<file path="src/rtl/fwd_hazard_ctrl_pkg.sv">
// Shared definitions for the forwarding / hazard controller.
// Holds the operand-mux select encoding, the pipeline tracking slot record,
// the controller state encoding and the slot hazard-match helper.
package fwd_hazard_ctrl_pkg;

    // Operand-mux select encoding, fixed by the existing 3-input mux wiring:
    // input_b = register file, input_a = EX/MEM result, input_c = MEM/WB result.
    localparam logic [1:0] FWD_REGFILE = 2'b00;
    localparam logic [1:0] FWD_EXMEM   = 2'b01;
    localparam logic [1:0] FWD_MEMWB   = 2'b10;

    // Register indices are stored zero-extended to this width so the slot
    // record can live in the package; REG_ADDR_W must not exceed it.
    localparam int SLOT_RD_W = 8;
    typedef logic [SLOT_RD_W-1:0] slot_rd_t;

    typedef struct packed {
        logic     valid;
        slot_rd_t rd;
        logic     reg_write;
        logic     mem_read;
    } slot_t;

    localparam int SLOT_W = $bits(slot_t);

    localparam slot_t SLOT_BUBBLE = '{
        valid:     1'b0,
        rd:        {SLOT_RD_W{1'b0}},
        reg_write: 1'b0,
        mem_read:  1'b0
    };

    typedef enum logic {
        ST_RUN   = 1'b0,
        ST_STALL = 1'b1
    } ctrl_state_e;

    // A slot supplies a source operand when it holds a live register write
    // to that register; x0 is hard-wired zero and never matches.
    function automatic logic slot_hit(input slot_t s, input slot_rd_t rs);
        return s.valid & s.reg_write & (s.rd == rs) & (rs != {SLOT_RD_W{1'b0}});
    endfunction

endpackage

</file>
<file path="src/rtl/fwd_slot_pipe.sv">
// Three-deep tracking shift register (EX -> MEM -> WB) mirroring the
// instructions in flight after decode.
// Ports:
//   clk        clock, all updates on rising edge
//   arst_n     synchronous active-low reset, empties every slot
//   load_en_i  1: EX slot takes id_slot_i; 0: EX slot takes a bubble
//   id_slot_i  decode-stage record (packed slot_t)
//   ex_o, mem_o, wb_o  current slot contents (packed slot_t)
module fwd_slot_pipe
    import fwd_hazard_ctrl_pkg::*;
(
    input  logic              clk,
    input  logic              arst_n,
    input  logic              load_en_i,
    input  logic [SLOT_W-1:0] id_slot_i,
    output logic [SLOT_W-1:0] ex_o,
    output logic [SLOT_W-1:0] mem_o,
    output logic [SLOT_W-1:0] wb_o
);

    slot_t ex_q;
    slot_t mem_q;
    slot_t wb_q;
    slot_t ex_d;

    // Select what enters the EX slot: the decoded instruction or a bubble.
    always_comb begin
        ex_d = SLOT_BUBBLE;
        if (load_en_i) begin
            ex_d = slot_t'(id_slot_i);
        end else begin
            ex_d = SLOT_BUBBLE;
        end
    end

    // Advance the tracking pipeline every cycle.
    always_ff @(posedge clk) begin
        if (!arst_n) begin
            ex_q  <= SLOT_BUBBLE;
            mem_q <= SLOT_BUBBLE;
            wb_q  <= SLOT_BUBBLE;
        end else begin
            ex_q  <= ex_d;
            mem_q <= ex_q;
            wb_q  <= mem_q;
        end
    end

    assign ex_o  = ex_q;
    assign mem_o = mem_q;
    assign wb_o  = wb_q;

endmodule

</file>
<file path="src/rtl/fwd_hazard_ctrl.sv">
// Forwarding-select and load-use hazard controller for a 5-stage pipeline.
// Ports:
//   clk, arst_n                         clock, synchronous active-low reset
//   id_valid, id_rs1, id_rs2, id_rd,
//   id_reg_write, id_mem_read           decode-stage instruction info
//   flush                               taken branch/jump: kill decode and execute
//   fwd_sel_a, fwd_sel_b                registered operand-mux selects for execute
//   stall                               hold PC and IF/ID (combinational)
//   ex_bubble                           ID/EX loads a NOP (combinational)
//   stall_cnt                           saturating count of load-use stall cycles
module fwd_hazard_ctrl
    import fwd_hazard_ctrl_pkg::*;
#(
    parameter int REG_ADDR_W = 5,
    parameter int CNT_W      = 16
) (
    input  logic                  clk,
    input  logic                  arst_n,
    input  logic                  id_valid,
    input  logic [REG_ADDR_W-1:0] id_rs1,
    input  logic [REG_ADDR_W-1:0] id_rs2,
    input  logic [REG_ADDR_W-1:0] id_rd,
    input  logic                  id_reg_write,
    input  logic                  id_mem_read,
    input  logic                  flush,
    output logic [1:0]            fwd_sel_a,
    output logic [1:0]            fwd_sel_b,
    output logic                  stall,
    output logic                  ex_bubble,
    output logic [CNT_W-1:0]      stall_cnt
);

    slot_rd_t    rs1_s;
    slot_rd_t    rs2_s;
    slot_t       id_slot_s;
    slot_t       slot_ex_s;
    slot_t       slot_mem_s;
    slot_t       slot_wb_unused_s;
    logic        load_use_s;
    logic        stall_s;
    logic        bubble_s;
    ctrl_state_e state_q;
    ctrl_state_e state_d;
    logic [1:0]  fwd_sel_a_q;
    logic [1:0]  fwd_sel_a_d;
    logic [1:0]  fwd_sel_b_q;
    logic [1:0]  fwd_sel_b_d;
    logic [CNT_W-1:0] stall_cnt_q;
    logic [CNT_W-1:0] stall_cnt_d;

    assign rs1_s = slot_rd_t'(id_rs1);
    assign rs2_s = slot_rd_t'(id_rs2);

    // Pack the decode-stage instruction into a tracking record.
    always_comb begin
        id_slot_s           = SLOT_BUBBLE;
        id_slot_s.valid     = id_valid;
        id_slot_s.rd        = slot_rd_t'(id_rd);
        id_slot_s.reg_write = id_reg_write;
        id_slot_s.mem_read  = id_mem_read;
    end

    // The WB slot only exists to age instructions out; distance-3 operands
    // come from the register file via write-before-read.
    fwd_slot_pipe u_slot_pipe (
        .clk       (clk),
        .arst_n    (arst_n),
        .load_en_i (~stall_s & ~flush),
        .id_slot_i (id_slot_s),
        .ex_o      (slot_ex_s),
        .mem_o     (slot_mem_s),
        .wb_o      (slot_wb_unused_s)
    );

    // A load in EX cannot forward yet; its consumer in decode must wait one cycle.
    assign load_use_s = id_valid & slot_ex_s.valid & slot_ex_s.mem_read
                      & (slot_hit(slot_ex_s, rs1_s) | slot_hit(slot_ex_s, rs2_s));

    // Newest producer (EX) wins over the older one (MEM).
    function automatic logic [1:0] sel_for(input slot_t ex_s, input slot_t mem_s,
                                           input slot_rd_t rs);
        if (slot_hit(ex_s, rs)) begin
            return FWD_EXMEM;
        end else if (slot_hit(mem_s, rs)) begin
            return FWD_MEMWB;
        end else begin
            return FWD_REGFILE;
        end
    endfunction

    // Controller state register.
    always_ff @(posedge clk) begin
        if (!arst_n) begin
            state_q <= ST_RUN;
        end else begin
            state_q <= state_d;
        end
    end

    // Next state: one stall cycle per load-use hazard, flush always returns to RUN.
    always_comb begin
        state_d = ST_RUN;
        case (state_q)
            ST_RUN: begin
                if (flush) begin
                    state_d = ST_RUN;
                end else if (load_use_s) begin
                    state_d = ST_STALL;
                end else begin
                    state_d = ST_RUN;
                end
            end
            ST_STALL: state_d = ST_RUN;
            default:  state_d = ST_RUN;
        endcase
    end

    // Stall/bubble outputs; forced low while reset is asserted.
    always_comb begin
        stall_s  = 1'b0;
        bubble_s = 1'b0;
        if (!arst_n) begin
            stall_s  = 1'b0;
            bubble_s = 1'b0;
        end else if (flush) begin
            stall_s  = 1'b0;
            bubble_s = 1'b1;
        end else begin
            case (state_q)
                ST_RUN: begin
                    stall_s  = load_use_s;
                    bubble_s = load_use_s;
                end
                ST_STALL: begin
                    stall_s  = 1'b0;
                    bubble_s = 1'b0;
                end
                default: begin
                    stall_s  = 1'b0;
                    bubble_s = 1'b0;
                end
            endcase
        end
    end

    // Next operand selects and saturating stall counter.
    always_comb begin
        fwd_sel_a_d = FWD_REGFILE;
        fwd_sel_b_d = FWD_REGFILE;
        stall_cnt_d = stall_cnt_q;
        if (flush | ~id_valid) begin
            fwd_sel_a_d = FWD_REGFILE;
            fwd_sel_b_d = FWD_REGFILE;
        end else begin
            fwd_sel_a_d = sel_for(slot_ex_s, slot_mem_s, rs1_s);
            fwd_sel_b_d = sel_for(slot_ex_s, slot_mem_s, rs2_s);
        end
        if (stall_s && (stall_cnt_q != {CNT_W{1'b1}})) begin
            stall_cnt_d = stall_cnt_q + {{(CNT_W-1){1'b0}}, 1'b1};
        end else begin
            stall_cnt_d = stall_cnt_q;
        end
    end

    // Registered selects and counter.
    always_ff @(posedge clk) begin
        if (!arst_n) begin
            fwd_sel_a_q <= FWD_REGFILE;
            fwd_sel_b_q <= FWD_REGFILE;
            stall_cnt_q <= {CNT_W{1'b0}};
        end else begin
            fwd_sel_a_q <= fwd_sel_a_d;
            fwd_sel_b_q <= fwd_sel_b_d;
            stall_cnt_q <= stall_cnt_d;
        end
    end

    assign fwd_sel_a = fwd_sel_a_q;
    assign fwd_sel_b = fwd_sel_b_q;
    assign stall     = stall_s;
    assign ex_bubble = bubble_s;
    assign stall_cnt = stall_cnt_q;

endmodule

</file>
<file path="config.mk">
export PLATFORM = sky130hd
export DESIGN_NAME = fwd_hazard_ctrl
export DESIGN_NICKNAME = d
export VERILOG_FILES = /design/src/rtl/fwd_hazard_ctrl_pkg.sv /design/src/rtl/fwd_slot_pipe.sv /design/src/rtl/fwd_hazard_ctrl.sv
export SDC_FILE = /design/constraint.sdc
export NUM_CORES = 1
export LEC_CHECK = 0
export ABC_AREA = 1
export CORE_ASPECT_RATIO = 1.5
export CORE_UTILIZATION = 51
export CTS_BUF_LIST = sky130_fd_sc_hd__clkbuf_2 sky130_fd_sc_hd__clkbuf_4 sky130_fd_sc_hd__clkbuf_8
export CTS_CLUSTER_SIZE = 12
export DETAILED_ROUTE_END_ITERATION = 7
export MAX_ROUTING_LAYER = met4
export PLACE_DENSITY = 0.87
export SLEW_MARGIN = 10
export SYNTH_ARGS = -nofsm -noshare
export SYNTH_HDL_FRONTEND = slang
export SYNTH_SLANG_ARGS = --single-unit
</file>
<file path="constraint.sdc">
create_clock -name clk -period 1.9 [get_ports clk]
set_input_delay 0.38 -clock clk [delete_from_list [all_inputs] [get_ports clk]]
set_output_delay 0.38 -clock clk [all_outputs]
set_load 0.05 [all_outputs]
</file>
==> impl_metrics.env <==
export IMPL_wl_per_cell_um=13.4
export IMPL_yosys_warnings=0
export IMPL_fillCellCount=258
export IMPL_clk_latency_ps=300
export IMPL_syn_cell_area_um2=1850
export IMPL_cts_max_path_buffers=2
export IMPL_slew_headroom_pct=67.3
export IMPL_drt_total_wl_um=5220
export IMPL_violations="negative setup slack"
export IMPL_async_flop_share_pct=0
export IMPL_drc=0
export IMPL_grt_use_total_pct=27.2
export IMPL_critPathKind="input port to output pin"
export IMPL_row_count=26
export IMPL_arrival_ps=1650
export IMPL_grt_max_degree=24
export IMPL_final_max_slew_violation_count=0
export IMPL_synthFlopType="dfxtp_1"
export IMPL_hp_class="register to register"
export IMPL_synth_top_family_by_area="simple AND/OR/NAND/NOR gates"
export IMPL_hold_buffers=0
export IMPL_io_pins=43
export IMPL_synth_top_cells_by_count="nand2_1, inv_1, nor2_1, dfxtp_1, nand3_1"
export IMPL_setup_slack_ps=-133
export IMPL_clkTransAtPathRegs_ps=70
export IMPL_yosys_area_top_type="dfxtp_1"
export IMPL_startpoint_type="input port"
export IMPL_gp_congestion=0.963
export IMPL_die_h_um=75.8
export IMPL_yosysMostFrequentCell="nand2_1"
export IMPL_clock_tree_root_cell="clkbuf_8"
export IMPL_worst_pin_slew_ps=489
export IMPL_port_buffers=42
export IMPL_worst_clock_skew_ps=5.13
export IMPL_fin_crit_ps=2030
export IMPL_synth_xor_area_share_pct=1.89
export IMPL_drt_iter0_drc=60
export IMPL_fmax_mhz=492
export IMPL_synth_edf_count=0
export IMPL_ys_types=30
export IMPL_irDropWorstVdd_mv=0.597
export IMPL_rsz0062_at_grt="yes"
export IMPL_reg2reg_setup_slack_ps=30
export IMPL_yosys_area_share_simple_pct=39.3
export IMPL_worstSetupEndpointType="output pin"
export IMPL_drt_first_pass_iters=5
export IMPL_cp_required_ps=1520
export IMPL_power_leakage_nw=1.32
export IMPL_drive_gt1_share_pct=28.5
export IMPL_cts_buffers=5
export IMPL_fp_dieW_um=51.2
export IMPL_core_area_um2=3450
export IMPL_die_area_um2=3880
export IMPL_overflow=0
export IMPL_run_status="finished, violations left"
export IMPL_initial_core_util_pct=53.6
export IMPL_ant_nets=0
export IMPL_post_drt_via_cell_ratio=5.11
export IMPL_tns_ps=-254
export IMPL_setup_viol=2
export IMPL_n_antenna_cell=0
export IMPL_syn_inst=275
export IMPL_grt_pass1_vias=1792
export IMPL_synth_net_count=297
export IMPL_cp_max_fo=3
export IMPL_cts_sinks=36
export IMPL_p_per_area_nw_per_um2=604
export IMPL_syn2layout_area_growth_pct=46.6
export IMPL_synth_top_area_share_pct=39.0
export IMPL_syn_avg_cell_area_um2=6.72
export IMPL_synthAdderAreaFrac_pct=0.677
export IMPL_nets=368
export IMPL_htreeDepth=2
export IMPL_synth_seq_area_share_pct=39.0
export IMPL_post_dp_hpwl_um=3340
export IMPL_hold_viol=0
export IMPL_yosys_register_bits=36
export IMPL_design_area_um2=2710
export IMPL_vias=1988
export IMPL_period_share_pct=107
export IMPL_synth_area_leaders="dfxtp_1, nand2_1, inv_1"
export IMPL_maxCapViolCount=0
export IMPL_cts_tree="done"
export IMPL_synth_compound_area_share_pct=7.58
export IMPL_synth_mux_area_share_pct=0
export IMPL_place_area_um2=2440
export IMPL_antenna_found_initial=0
export IMPL_grt_pass1_wl_um=7340
export IMPL_power_w=0.00164
sequential cells by signal, indices dropped and copies added (netlist names):
register / count
fwd_sel_a: 2
u_slot_pipe.mem_o: 7
state_q: 1
fwd_sel_b: 2
stall_cnt: 16
u_slot_pipe.ex_o: 8
placed cells by master (no fill, tap or decap), types with 2 or more instances in the layout:
cell type	n
nand2_1	64
nand2_2	7
nor4_1	3
dfxtp_2	8
buf_12	4
nor2_1	37
buf_4	36
dlygate4sd2_1	6
clkbuf_16	2
nor2_4	3
clkdlybuf4s15_1	4
a21oi_2	2
nand3_2	2
o22ai_1	3
clkdlybuf4s50_1	14
dfxtp_1	27
inv_2	7
a21oi_1	15
inv_1	40
nand3_1	25
clkbuf_8	5
xor2_1	2
nor2_2	7
critical path, stage by stage:
cell and delay, ps:
dlygate4sd2_1 240, inv_1 70, nand2_1 80, nand2_1 70
clkinv_1 60, nand2_2 60, nor2_4 100, nand2_2 70
a21boi_2 180, nor2_2 50, nor2_2 130, buf_12 150
timing repair:
action,in CTS,in global routing
setup buffers,4,3
pin swaps,13,13
cloned,0,2
gates resized for setup,34,18
setup endpoints to repair,17,16
power by group:
part | switching, W | internal [W] | total [W]
registers | 0.00000918 | 0.000765 | 0.000774
clock network | 0.000293 | 0.000404 | 0.000697
logic | 0.0000895 | 0.0000783 | 0.000168
cells by family after synthesis:
logic type | after synthesis
flops | 36
compound gates | 24
fa+ha+maj | 1
buf+inv | 53
xor+xnor | 4
simple gates | 157
metal layers:
| layer | routed length [µm] | track usage (%) | share of wire [%] | up-vias |
|---|---|---|---|---|
| li1 | - | - | - | 993 |
| met2 | 2910 | 51.8 | 56 | 68 |
| met4 | 194 | 15.4 | 3.7 | 0 |
| met5 | 0 | - | 0 | - |
| met3 | 222 | 7.58 | 4.3 | 21 |
| met1 | 1890 | 23.3 | 36 | 906 |
final timing paths:
| path | start | endpoint | depth (start not counted) |
|---|---|---|---|
| setup reg to reg | u_slot_pipe.ex_o[5] | stall_cnt[2] | 16 |
| setup / recovery | id_rs2[1] | ex_bubble | 12 |
| hold / removal | u_slot_pipe.ex_o[1] | u_slot_pipe.mem_o[1] | 2 |
| hold reg to reg | u_slot_pipe.ex_o[1] | u_slot_pipe.mem_o[1] | 2 |
per-stage QoR:
step	utilization, %	cells	worst slack (ps)	hold WS [ps]
2_1_floorplan	-	275	-16.4	407
3_3_place_gp	70.8	373	-469	415
3_5_place_dp	70.8	373	-466	426
4_1_cts	75.3	384	-141	445
5_1_grt	78.6	389	-265	461
6_report	78.6	389	-133	445
area by class of cell:
| class | count | area (µm²) | share of cell area [%] |
|---|---|---|---|
| Multi-Input combinational cell | 186 | 977 | 36.0 |
| Sequential cell | 36 | 734 | 27.1 |
| Timing Repair Buffer | 68 | 649 | 24.0 |
| Inverter | 49 | 186 | 6.88 |
| Clock buffer | 6 | 76.3 | 2.81 |
| Tap cell | 42 | 52.6 | 1.94 |
| Clock inverter | 2 | 35.0 | 1.29 |
No activity file was read; power rests on OpenSTA's default activity.
